### src/rtl/sra_shift_controller_pkg.sv
// Shared definitions for the multi-cycle arithmetic right shifter.
//   STATE_W    : width of the controller state register
//   DATA_W_DEF : default operand/result width
//   S_IDLE..S_DONE : state encodings, also visible on the debug state port
package sra_shift_controller_pkg;

  localparam int STATE_W    = 2;
  localparam int DATA_W_DEF = 8;

  localparam logic [STATE_W-1:0] S_IDLE  = 2'd0;
  localparam logic [STATE_W-1:0] S_LOAD  = 2'd1;
  localparam logic [STATE_W-1:0] S_SHIFT = 2'd2;
  localparam logic [STATE_W-1:0] S_DONE  = 2'd3;

  typedef enum logic [STATE_W-1:0] {
    ST_IDLE  = S_IDLE,
    ST_LOAD  = S_LOAD,
    ST_SHIFT = S_SHIFT,
    ST_DONE  = S_DONE
  } state_e;

endpackage

### src/rtl/sra_shift_controller_datapath.sv
// Datapath of the shifter: working shift register, remaining-shift counter,
// latched shift amount and the registered result.
//   clk, rst_n    : clock / async active-low reset
//   load          : capture din into sr, shamt into cnt and shamt_q
//   shift         : one-bit arithmetic right shift of sr, decrement cnt
//   reload        : restart cnt from shamt_q (repeat mode, sr keeps its value)
//   capture       : dout <= value sr takes at this edge
//   din, shamt    : operand and shift amount
//   cnt_is_one    : last shift step is happening this cycle
//   shamt_is_zero : latched shift amount is zero
//   dout          : last completed result
module sra_datapath
  import sra_shift_controller_pkg::*;
#(
  parameter int DATA_W  = DATA_W_DEF,
  parameter int SHAMT_W = 4
) (
  input  logic              clk,
  input  logic              rst_n,
  input  logic              load,
  input  logic              shift,
  input  logic              reload,
  input  logic              capture,
  input  logic [DATA_W-1:0] din,
  input  logic [SHAMT_W-1:0] shamt,
  output logic              cnt_is_one,
  output logic              shamt_is_zero,
  output logic [DATA_W-1:0] dout
);

  logic [DATA_W-1:0]  sr, sr_nxt;
  logic [SHAMT_W-1:0] cnt, shamt_q;

  // Value sr takes this edge; capture picks it up so dout sees the fresh result
  // both for a zero-length load and for the final shift step.
  always_comb begin
    sr_nxt = sr;
    if (load)       sr_nxt = din;
    else if (shift) sr_nxt = {sr[DATA_W-1], sr[DATA_W-1:1]};
  end

  always_ff @(posedge clk or negedge rst_n) begin
    if (!rst_n) begin
      sr      <= '0;
      cnt     <= '0;
      shamt_q <= '0;
      dout    <= '0;
    end else begin
      sr <= sr_nxt;
      if (load) begin
        cnt     <= shamt;
        shamt_q <= shamt;
      end else if (shift) begin
        cnt <= cnt - 1'b1;
      end else if (reload) begin
        cnt <= shamt_q;
      end
      if (capture) dout <= sr_nxt;
    end
  end

  assign cnt_is_one    = (cnt == SHAMT_W'(1));
  assign shamt_is_zero = (shamt_q == '0);

endmodule

### src/rtl/sra_shift_controller.sv
// Multi-cycle signed arithmetic right shifter with controller FSM.
// Shifts one bit per cycle; reports via a one-cycle done pulse; optional
// repeat mode keeps re-shifting the running result by the latched amount.
//   clk, rst_n : clock / async active-low reset
//   start      : request, honoured only in IDLE (abort has priority)
//   din, shamt : operand and unsigned shift amount, captured in LOAD
//   repeat_en  : sampled in DONE, re-shift by latched amount
//   abort      : return to IDLE from any active state, dout held
//   busy       : state != IDLE
//   done       : high exactly while in DONE
//   dout       : last completed result
//   state      : debug view of the state register
module sra_shift_controller
  import sra_shift_controller_pkg::*;
#(
  parameter int DATA_W  = DATA_W_DEF,
  parameter int SHAMT_W = 4
) (
  input  logic               clk,
  input  logic               rst_n,
  input  logic               start,
  input  logic [DATA_W-1:0]  din,
  input  logic [SHAMT_W-1:0] shamt,
  input  logic               repeat_en,
  input  logic               abort,
  output logic               busy,
  output logic               done,
  output logic [DATA_W-1:0]  dout,
  output logic [STATE_W-1:0] state
);

  state_e st;
  logic   cnt_is_one, shamt_is_zero, shamt_in_zero;
  logic   load, shift, reload, capture;

  assign shamt_in_zero = (shamt == '0);

  // Strobes are all gated by abort so an aborted operation never disturbs dout.
  assign load    = (st == ST_LOAD)  && !abort;
  assign shift   = (st == ST_SHIFT) && !abort;
  assign reload  = (st == ST_DONE)  && !abort && repeat_en && !shamt_is_zero;
  assign capture = (load && shamt_in_zero) || (shift && cnt_is_one);

  sra_datapath #(.DATA_W(DATA_W), .SHAMT_W(SHAMT_W)) u_dp (
    .clk           (clk),
    .rst_n         (rst_n),
    .load          (load),
    .shift         (shift),
    .reload        (reload),
    .capture       (capture),
    .din           (din),
    .shamt         (shamt),
    .cnt_is_one    (cnt_is_one),
    .shamt_is_zero (shamt_is_zero),
    .dout          (dout)
  );

  always_ff @(posedge clk or negedge rst_n) begin
    if (!rst_n) begin
      st <= ST_IDLE;
    end else begin
      case (st)
        ST_IDLE:  if (start && !abort) st <= ST_LOAD;
        ST_LOAD:  if (abort)              st <= ST_IDLE;
                  else if (shamt_in_zero) st <= ST_DONE;
                  else                    st <= ST_SHIFT;
        ST_SHIFT: if (abort)           st <= ST_IDLE;
                  else if (cnt_is_one) st <= ST_DONE;
        ST_DONE:  if (abort)          st <= ST_IDLE;
                  else if (!repeat_en) st <= ST_IDLE;
                  // zero-length repeat parks in DONE with done held high
                  else if (!shamt_is_zero) st <= ST_SHIFT;
        default:  st <= ST_IDLE;
      endcase
    end
  end

  // Pure decode of the state register, no input-to-output path.
  assign state = st;
  assign busy  = (st != ST_IDLE);
  assign done  = (st == ST_DONE);

endmodule

### config.mk
export PLATFORM = sky130hd
export DESIGN_NAME = sra_shift_controller
export DESIGN_NICKNAME = d
export VERILOG_FILES = /design/src/rtl/sra_shift_controller_pkg.sv /design/src/rtl/sra_shift_controller_datapath.sv /design/src/rtl/sra_shift_controller.sv
export SDC_FILE = /design/constraint.sdc
export NUM_CORES = 1
export LEC_CHECK = 0
export CORE_AREA = 5 5 58 65
export DETAILED_ROUTE_END_ITERATION = 10
export DIE_AREA = 0 0 63 70
export PLACE_DENSITY = 0.81
export SYNTH_ARGS = -nofsm -noshare
export SYNTH_HDL_FRONTEND = slang
export SYNTH_SLANG_ARGS = --single-unit
### constraint.sdc
create_clock -name clk -period 2.5 [get_ports clk]
set_clock_uncertainty 0.1 [all_clocks]
set_input_delay 0.25 -clock clk [delete_from_list [all_inputs] [get_ports clk]]
set_output_delay 0.25 -clock clk [all_outputs]
set_load 0.005 [all_outputs]
# Yosys cells after proc, flatten, opt, wreduce, memory -nomap -nowiden
# Cells that the tools add are included.
word_totals:
  register_bits: 26
  output_inout_bits: 12
  wordCells: 44
classes:
  addsub: 1
  n_eq_ne: 7
  mux: 14
  reduce_logical: 17
ops:
  columns: ["op", "n"]
  rows:
  - ["$mux W2", 7]
  - ["$mux W4", 3]
  - ["$logic_and A1 B1 Y1", 8]
  - ["$logic_not A4 Y1", 2]
  - ["$mux W8", 1]
  - ["$pmux W2 S4", 1]
  - ["$mux W7", 1]
  - ["$eq A2 B2 Y1 const B", 2]
  - ["$eq A4 B1 Y1 const B", 1]
  - ["$ne A4 B4 Y1 const B", 1]
  - ["$sub A4 B1 Y4 const B", 1]
  - ["$ne A3 B3 Y1 const B", 1]
  - ["$reduce_and A3 Y1", 1]
  - ["$reduce_bool A3 Y1", 1]
  - ["$eq A2 B1 Y1 const B", 1]
  - ["$logic_not A1 Y1", 2]
  - ["$logic_not A2 Y1", 1]
  - ["$ne A2 B2 Y1 const B", 1]
  - ["$reduce_bool A2 Y1", 1]
  - ["$logic_or A1 B1 Y1", 1]
  - ["$mux W1", 1]

# Longest topological paths before layout
# Gate-level depths: netlist of run 1.
depth:
  word_depth: 7
  ltp_mapped: 6
  depth_no_buf: 6

# By module
# A second synthesis of run 1 with hierarchy kept.
hier_totals:
  hier_cells: 136
  area_unflattened_um2: 1390.1
modules_own_cells:
  columns: ["mod", "n_inst", "cells_each", "area_each_um2"]
  rows:
  - ["sra_datapath", 1, 117, 1211.2]
  - ["sra_shift_controller", 1, 19, 178.9]

# Worst setup path before layout of run 1
# OpenSTA, ideal clock, no wires.
synth_path:
  kind: "flip-flop to flip-flop"
  startpoint: "register st[1], in the netlist state[1]"
  endpoint: "register u_dp.dout[7]"
  setup_time_ns: 0.125
  t_arrival_ns: 1.608
  t_required_ns: 2.275
  slack_ns: 0.667
  path_stages_with_launch: 7
  n_path_buf: 2
  period_less_slack_ns: 1.833
  cell_sequence: "dfrtp_1 > buf_6 > nand2b_4 > buf_6 > nor2_2 > mux2_2 > mux2_4"
synth_rtl:
  columns: ["element", "line", "source"]
  rows:
  - ["from (decl)", "sra_shift_controller.sv:32", "state_e st;"]
  - ["from (signal assigned)", "sra_shift_controller.sv:60", "st <= ST_IDLE;"]
  - ["from (signal assigned)", "sra_shift_controller.sv:63", "ST_IDLE: if (start && !abort) st <= ST_LOAD;"]
  - ["from (signal assigned)", "sra_shift_controller.sv:64", "ST_LOAD: if (abort) st <= ST_IDLE;"]
  - ["$eq A2 B1 Y1", "sra_shift_controller.sv:39", "assign load = (st == ST_LOAD) && !abort;"]
  - ["$logic_and A1 B1 Y1", "sra_shift_controller.sv:39", null]
  - ["$mux W8", "sra_shift_controller_datapath.sv:38", "if (load) sr_nxt = din;"]
  - ["named net u_dp.sr_nxt[7]", "sra_shift_controller_datapath.sv:31", "logic [DATA_W-1:0] sr, sr_nxt;"]
  - ["to (signal assigned)", "sra_shift_controller_datapath.sv:58", "if (capture) dout <= sr_nxt;"]
  - ["to (decl)", "sra_shift_controller_datapath.sv:28", "output logic [DATA_W-1:0] dout"]
# The timed path passes the listed nets, and every way through them passes these cells.
# A chain may end at the register's enable or synchronous reset.

# Worst setup path after layout of run 1
layout_path:
  startpoint: "register st[1], in the netlist state[1]"
  endpoint: "output done"
layout_between:
  elab_chain_len: 1
layout_rtl:
  columns: ["element", "line", "source"]
  rows:
  - ["$eq A2 B2 Y1", "sra_shift_controller.sv:81", "assign done = (st == ST_DONE);"]
  - ["to (decl)", "sra_shift_controller.sv:27", "output logic done,"]
# No other way between the ends.

==> flow_summary.yaml, run 1 <==
sta:
  period_needed_ps: 2200
  final.setup.tns_ps: 0
  setup-violations-final: 0
  hold_violations: 0
  rsz0062_at_grt: "no"
  period_share: 0.882
  whs_ps: 173
  finalWorstSetupSlack_ps: 295
  relSlewSlack: 0.683
  slew_viol_final: 0
  worst_slew_pin_slew_ps: 475
  max_freq_mhz: 454
yosys:
  ys.flop_type: "dfrtp_1"
  yosysSeqAreaShare: 0.433
  synth-simple-area-share: 0.133
  ys_types: 41
  syn_avg_cell_area_um2: 11.2
  synth-edff-count: 0
  synthesis.nets: 153
  synth_top_family_by_area: "compound AO/OA/AOI/OAI gates"
  syn_area_um2: 1500
  synth_xor_area_frac: 0.00583
  async_flop_share: 1.00
  yosys_warnings: 0
  synth_cells: 134
  ys_seq_elements: 26
  synth_compound_area_frac: 0.224
  muxShareOfSynthArea: 0.132
  synth_adder_area_share: 0.0167
clock_network:
  cts_tree: "yes"
  clockBufferDepth: 2
  cts_hold_buffers: 0
  cts-root-buf: "clkbuf_4"
  cts_buffers: 3
  clk_pin_slew_worst_paths_ps: 140
  clock-sinks: 26
  clkLatencyLatePin_ps: 320
  cts_max_level: 1
finish:
  syn_to_final_growth_pct: 23.8
  stdcell_count: 196
  final_cell_area_um2: 1860
  n_antenna_cell: 0
  fin_nets: 182
  drive_above_1_share: 0.253
  utilization: 0.616
  layout_commonest_cell: "clkdlybuf4s50_1"
  final_cell_mix: "clkdlybuf4s50_1, dfrtp_1, nor2_1"
worst_setup_path:
  crit_buf_inv: 2
  startpoint_type: "register"
  required_ps: 2150
  slowest_stage: "dfrtp_1"
  arrival_ps: 1850
  path_cells: "nand2_2 -> inv_2 -> clkdlybuf4s50_1"
  critPathTopFamily: "buffers and inverters"
  crit_type: "register to primary output"
  cp-end-kind: "primary output"
  worstPathMaxFanout: 14
  critPathMaxStageDelay_ps: 630
grt:
  grt_pass1_wl_mm: 5.72
  use_met1: 0.212
  grt.overflow.total: 0
  grt_util_all_layers: 0.159
  antenna_found_initial: 0
  grt_pass1_vias: 1201
  grt_max_degree: 27
  top_usage_layer: "met2"
  grtUsageMet2: 0.257
  grtUsageMet3: 0.0224
power_and_ir_drop:
  total_leakage_power_nw: 0.797
  total_power_mw: 1.61
  p_per_area_nw_per_um2: 865
  peakVddDrop_mv: 0.540
placed_design:
  place_inst: 192
  place_ws_ps: 261
  dpl_cell_area_um2: 1810
  io_buffers: 28
  place_congestion: 0.924
  hpwl_mm: 2.49
worst_hold_path:
  hold_class: "input port to asynchronous set/reset pin"
detailed_routing:
  drc: 0
  route.vias.total: 1183
  routed_wirelength_mm: 3.34
  viasPerCell: 6.04
  dr.pass1.iters: 4
  initialDrtViolationCount: 37
  routedWlPerCell_um: 17.0
  antenna_left: 0
floorplanning:
  die_x_um: 63
  die_h_um: 70
  ios: 29
  core_area_um2: 3020
  rows: 21
  start_util: 0.497
  die_area_um2: 4410
run_status:
  outcome: "complete, no violations"
run:
  cap_violations: 0
## cells by family after synthesis
logic type | Yosys count
adders and majority gates | 2
AOI/OAI and AO/OA | 39
muxes | 15
buffers and inverters | 16
DFF | 26
xor gates and xnor gates | 1
and+or+nand+nor | 35
## state kept, by name (all words and copies together) (netlist names)
signal	cells
state	2
u_dp.dout	8
u_dp.cnt	4
u_dp.sr	8
u_dp.shamt_q	4
## worst paths after layout
check / startpoint / to / slack, ps / depth (start not counted)
min in group clk: u_dp.dout[3] / u_dp.dout[3] / 420 / 1
max in group asynchronous: rst_n / state[0] / 1870 / 2
worst min-delay path: rst_n / u_dp.dout[5] / 170 / 2
worst max register to register: state[1] / u_dp.dout[7] / 520 / 4
worst max-delay path: state[1] / done / 300 / 3
worst min register to register: u_dp.dout[3] / u_dp.dout[3] / 420 / 1
## per-layer routing
metal / wire, µm / vias up
li1: - / 561
met1: 1470 / 567
met2: 1640 / 49
met3: 165 / 6
met4: 54 / 0
met5: 0 / -
## report_power, final
| part | total, mW | internal [mW] | switching (mW) |
|---|---|---|---|
| logic | 0.606 | 0.369 | 0.236 |
| registers | 0.716 | 0.568 | 0.148 |
| clock network | 0.287 | 0.162 | 0.125 |
## final cells by class
type	count	area, µm²
Tap cell	34	42.5
Clock inverter	1	30.0
Inverter	7	26.3
Multi-Input combinational cell	92	769
Sequential cell	26	652
Fill cell	243	1160
Timing Repair Buffer	33	318
Clock buffer	3	22.5
## synth_stat cells (all sizes together), types with 2 or more instances
| cell | count | area [µm²] |
|---|---|---|
| a21oi | 7 | 35.0 |
| nor2 | 21 | 81.3 |
| o21ai | 5 | 25.0 |
| o32a | 7 | 70.1 |
| o211ai | 2 | 15.0 |
| ha | 2 | 25.0 |
| clkbuf | 3 | 11.3 |
| mux2 | 15 | 199 |
| nor4 | 2 | 33.8 |
| dfrtp | 26 | 651 |
| inv | 7 | 26.3 |
| nor3b | 2 | 20.0 |
| o221a | 7 | 78.8 |
| nand2 | 4 | 17.5 |
| buf | 6 | 45.0 |
## repair_timing
| item | 4_1_cts | 5_1_grt |
|---|---|---|
| hold endpoints to repair | 0 | 0 |
| endpoints found under the setup margin | 0 | 1 |
| setup buffers | 0 | 0 |
| gates resized for setup | 0 | 1 |
No activity file was read; power rests on OpenSTA's default activity.
==> run 2, diff against run 1 <==
--- a/config.mk
+++ b/config.mk
@@ -9,6 +9,7 @@
 export DETAILED_ROUTE_END_ITERATION = 10
 export DIE_AREA = 0 0 63 70
 export PLACE_DENSITY = 0.81
+export REMOVE_ABC_BUFFERS = 1
 export SYNTH_ARGS = -nofsm -noshare
 export SYNTH_HDL_FRONTEND = slang
 export SYNTH_SLANG_ARGS = --single-unit
==> run 2 against run 1 <==
Compared with the run above:
- die area unchanged
- via count up 0.34%
- cell area decreased by 0.87%
- maximum frequency increased by 1.9%
- clock power shrank 26%
- sequential power shrank 0.6%
- combinational power fell by 0.8%
- critical path type unchanged
==> flow_summary.yaml, run 2 (same netlist as run 1, synthesis figures left out) <==
grt:
  grt_util_all_layers: 0.156
  grt_max_degree: 27
  grt_pass1_vias: 1176
  grt_pass1_wl_mm: 5.62
  grt.overflow.total: 0
  antenna_found_initial: 0
worst_setup_path:
  reg2reg_depth: 5
  required_ps: 2150
  arrival_ps: 1810
  timing.rr.end: "u_dp.cnt[3]"
  worstPathMaxFanout: 18
  rrSetupSlack_ps: 560
  startpoint_type: "register"
  cp-end-kind: "primary output"
  crit_type: "register to primary output"
  cp-startpoint: "state[0]"
  worstReg2RegStart: "state[1]"
  crit_end: "done"
placed_design:
  place_congestion: 0.942
  hpwl_mm: 2.39
  io_buffers: 28
clock_network:
  cts_hold_buffers: 0
  clkLatencyLatePin_ps: 320
  clockBufferDepth: 2
  clk_pin_slew_worst_paths_ps: 140
  cts-root-buf: "clkbuf_4"
  cts_max_level: 1
  cts_buffers: 3
  clock-sinks: 26
  cts_tree: "yes"
detailed_routing:
  route.vias.total: 1187
  viasPerCell: 6.06
  routed_wirelength_mm: 3.32
  drc: 0
  dr.pass1.iters: 4
  initialDrtViolationCount: 86
  routedWlPerCell_um: 16.9
  antenna_left: 0
power_and_ir_drop:
  sw_frac_of_total: 0.326
  peakVddDrop_mv: 0.465
  power.internal_mw: 1.03
  p_seq_frac: 0.467
  pwr-share-clk: 0.139
  total_leakage_power_nw: 0.790
  p_per_area_nw_per_um2: 827
  power.net_switching_uw: 498
  p_comb_frac: 0.394
floorplanning:
  start_util: 0.497
  core_area_um2: 3020
  die_x_um: 63
  rows: 21
  die_h_um: 70
  die_area_um2: 4410
  ios: 29
sta:
  max_freq_mhz: 462
  slew_viol_final: 0
  relSlewSlack: 0.673
  final.setup.tns_ps: 0
  whs_ps: 175
  worst_slew_pin_slew_ps: 491
  rsz0062_at_grt: "no"
  period_share: 0.866
  period_needed_ps: 2160
  setup-violations-final: 0
  hold_violations: 0
finish:
  n_antenna_cell: 0
  drive_above_1_share: 0.253
  syn_to_final_growth_pct: 22.7
  fin_nets: 182
  top_regs: "u_dp.dout (8), u_dp.sr (8)"
  fill_cells: 237
  regArea_um2: 652
  final_cell_mix: "clkdlybuf4s50_1, dfrtp_1, nor2_1"
  multi_input_area_um2: 769
  layout_commonest_cell: "clkdlybuf4s50_1"
run_status:
  outcome: "complete, no violations"
run:
  cap_violations: 0
worst_hold_path:
  hold_class: "input port to asynchronous set/reset pin"
[run 2: power by group through the flow]
stage / Clock, mW / Sequential [mW] / Combinational (mW)
2_1_floorplan: 0 / 0.694 / 0.374
3_3_place_gp: 0 / 0.713 / 0.585
3_5_place_dp: 0 / 0.718 / 0.601
4_1_cts: 0.221 / 0.710 / 0.603
5_1_grt: 0.239 / 0.738 / 0.665
6_report: 0.213 / 0.712 / 0.601
[run 2: routing by layer]
layer / share of wire / wire length (µm) / vias to the layer above / global-route usage
li1: - / - / 560 / -
met5: 0 / 0 / - / 0
met3: 0.049 / 162 / 8 / 0.0288
met4: 0.025 / 82 / 0 / 0.0660
met1: 0.46 / 1530 / 573 / 0.218
met2: 0.47 / 1550 / 46 / 0.234
[run 2: cell type report]
cell class,instances,area share
well taps,34,0.0231
inverters,7,0.0142
repair buffers,33,0.172
flip-flops and latches,26,0.353
clock buffers,4,0.0197
multi-input cells,92,0.417
[run 2: per-stage QoR]
step / area (µm²) / setup slack (ps) / cells / util / power, mW
after detailed placement: 1810 / 290 / 192 / 0.598 / 1.32
after floorplan: 1450 / 541 / 125 / - / 1.07
final: 1840 / 336 / 196 / 0.610 / 1.53
after CTS: 1840 / 72.8 / 196 / 0.610 / 1.53
after global placement: 1810 / 374 / 192 / 0.598 / 1.30
after global routing: 1840 / 235 / 196 / 0.610 / 1.64
[run 2: worst max-delay path, cell delays in order, from the launching register on]
cell	delay (ps)
dfrtp_2	610
nand2_2	210
inv_2	150
clkdlybuf4s50_1	520
[run 2: worst min path at each step]
stage | from | depth (start not counted) | slack (ps) | to
2_1_floorplan | rst_n | 0 | -150 | state[0]
3_3_place_gp | u_dp.dout[7] | 1 | 390 | u_dp.dout[7]
3_5_place_dp | u_dp.dout[7] | 1 | 390 | u_dp.dout[7]
4_1_cts | rst_n | 2 | 180 | u_dp.dout[0]
5_1_grt | rst_n | 2 | 190 | u_dp.sr[0]
6_report | rst_n | 2 | 170 | u_dp.sr[0]
[run 2: timing repair]
action,in CTS,in global routing
gates resized for setup,0,1
buffers inserted,0,0
endpoints found under the setup margin,0,1
==> run 3, diff against run 2 <==
--- a/config.mk
+++ b/config.mk
@@ -8,8 +8,10 @@
 export CORE_AREA = 5 5 58 65
 export DETAILED_ROUTE_END_ITERATION = 10
 export DIE_AREA = 0 0 63 70
+export GPL_TIMING_DRIVEN = 0
 export PLACE_DENSITY = 0.81
 export REMOVE_ABC_BUFFERS = 1
+export SKIP_LAST_GASP = 1
 export SYNTH_ARGS = -nofsm -noshare
 export SYNTH_HDL_FRONTEND = slang
 export SYNTH_SLANG_ARGS = --single-unit
==> constraint.sdc (replaced) <==
create_clock -name clk -period 2.5 [get_ports clk]
set_clock_uncertainty 0.1 [all_clocks]
set_input_delay 0.5 -clock clk [delete_from_list [all_inputs] [get_ports clk]]
set_output_delay 0.5 -clock clk [all_outputs]
set_load 0.005 [all_outputs]
==> run 3 against run 2 <==
Compared with the run above:
- combinational power shrank 3%
- sequential cell count is the same
- first-iteration DRC count down 47%
- non-clock buffer count fell by 5
- critical path depth is the same
- clock power grew 38%
- critical endpoint unchanged
- largest cell class unchanged
==> flow_summary.yaml, run 3 (same netlist as run 1, synthesis figures left out) <==
run_status:
  outcome: "complete, no violations"
worst_setup_path:
  reg2reg_depth: 4
  worstPathMaxFanout: 27
  crit_type: "register to primary output"
  cp-end-kind: "primary output"
  startpoint_type: "register"
  required_ps: 1900
  rrSetupSlack_ps: 460
  arrival_ps: 1800
sta:
  final.setup.tns_ps: 0
  relSlewSlack: 0.205
  worst_slew_pin_slew_ps: 1190
  slew_viol_final: 0
  period_needed_ps: 2400
  hold_violations: 0
  setup-violations-final: 0
  finalWorstSetupSlack_ps: 105
  whs_ps: 426
  max_freq_mhz: 418
  period_share: 0.958
  rsz0062_at_grt: "no"
finish:
  drive_above_1_share: 0.236
  regArea_um2: 658
  final_cell_mix: "clkdlybuf4s50_1, dfrtp_1, nor2_1"
  fin_nets: 177
  stdcell_count: 191
  multi_input_area_um2: 769
  syn_to_final_growth_pct: 21.6
  n_antenna_cell: 0
  top_regs: "u_dp.dout (8), u_dp.sr (8)"
  layout_commonest_cell: "clkdlybuf4s50_1"
  fill_cells: 264
  final_cell_area_um2: 1830
detailed_routing:
  dr.pass1.iters: 4
  initialDrtViolationCount: 46
  viasPerCell: 6.14
  route.vias.total: 1172
  drc: 0
  routedWlPerCell_um: 17.4
  routed_wirelength_mm: 3.33
  antenna_left: 0
grt:
  grt_pass1_wl_mm: 5.71
  grt_max_degree: 28
  grt_pass1_vias: 1241
  grt.overflow.total: 0
  antenna_found_initial: 0
  grt_util_all_layers: 0.156
worst_hold_path:
  hold_class: "register to register"
  whs_path_depth: 1
placed_design:
  place_congestion: 0.874
  place_ws_ps: -468
  place_inst: 187
  io_buffers: 28
  hpwl_mm: 2.31
  dpl_cell_area_um2: 1770
clock_network:
  clkLatencyLatePin_ps: 330
  clk_pin_slew_worst_paths_ps: 140
  cts-root-buf: "clkbuf_4"
  cts_tree: "yes"
  cts_buffers: 3
  postCtsSetupRepairBufs: 0
  cts_hold_buffers: 0
  cts_max_level: 1
  clock-sinks: 26
  clockBufferDepth: 2
floorplanning:
  start_util: 0.497
  die_h_um: 70
  rows: 21
  die_x_um: 63
  core_area_um2: 3020
  die_area_um2: 4410
  ios: 29
power_and_ir_drop:
  pwr-share-clk: 0.184
  p_comb_frac: 0.366
  total_leakage_power_nw: 0.771
  p_per_area_nw_per_um2: 874
  sw_frac_of_total: 0.315
  p_seq_frac: 0.450
  power.net_switching_uw: 503
  power.internal_mw: 1.09
  peakVddDrop_mv: 0.492
run:
  cap_violations: 0
[run 3: cell types whose count changed in the layout (fill, tap and decap cells not counted)]
cell / before / now
buf_4: 5 / 0
dfrtp_4: 0 / 2
bufinv_16: 0 / 1
clkbuf_8: 1 / 0
clkdlybuf4s50_1: 28 / 27
dfrtp_1: 25 / 24
dfrtp_2: 1 / 0
dlygate4sd2_1: 0 / 1
[run 3: power by group through the flow]
| stage | Sequential, mW | Combinational [mW] | Clock (mW) |
|---|---|---|---|
| CTS | 0.714 | 0.589 | 0.298 |
| floorplan | 0.694 | 0.374 | 0 |
| global placement | 0.713 | 0.565 | 0 |
| global route | 0.744 | 0.645 | 0.313 |
| detailed placement | 0.720 | 0.588 | 0 |
| finish | 0.719 | 0.584 | 0.294 |
[run 3: layer usage]
layer / GRT usage / vias up / part of all wire
li1: - / 546 / -
met1: 0.203 / 582 / 0.44
met2: 0.239 / 40 / 0.49
met3: 0.0385 / 4 / 0.061
met4: 0.0755 / 0 / 0.011
met5: 0 / - / 0
[run 3: final timing paths]
check | from | to
worst max-delay path | state[1] | done
worst min-delay path | u_dp.dout[2] | u_dp.dout[2]
worst max register to register | state[1] | u_dp.dout[7]
worst min register to register | u_dp.dout[2] | u_dp.dout[2]
max in group asynchronous | rst_n | state[1]
min in group asynchronous | rst_n | u_dp.dout[3]
[run 3: critical path: stages, from the launching register on]
cell and delay, ps:
dfrtp_4 620, nand2_2 190, inv_2 150, clkdlybuf4s50_1 520
[run 3: final cells by class]
cell class / count / area share
multi-input cells: 92 / 0.421
inverters: 7 / 0.0144
repair buffers: 28 / 0.153
clock buffers: 3 / 0.0123
well taps: 34 / 0.0233
flip-flops and latches: 26 / 0.360
clock inverters: 1 / 0.0164
[run 3: what timing repair did]
item | 4_1_cts | 5_1_grt
resized for setup | 3 | 2
gates cloned | 0 | 0
setup endpoints to repair | 4 | 1
pin swaps | 0 | 0
[run 3: stage by stage]
step                 util  power [mW]
CTS                 0.603        1.60
detailed placement  0.586        1.31
floorplan               -        1.07
finish              0.605        1.60
global placement    0.586        1.28
global route        0.605        1.70
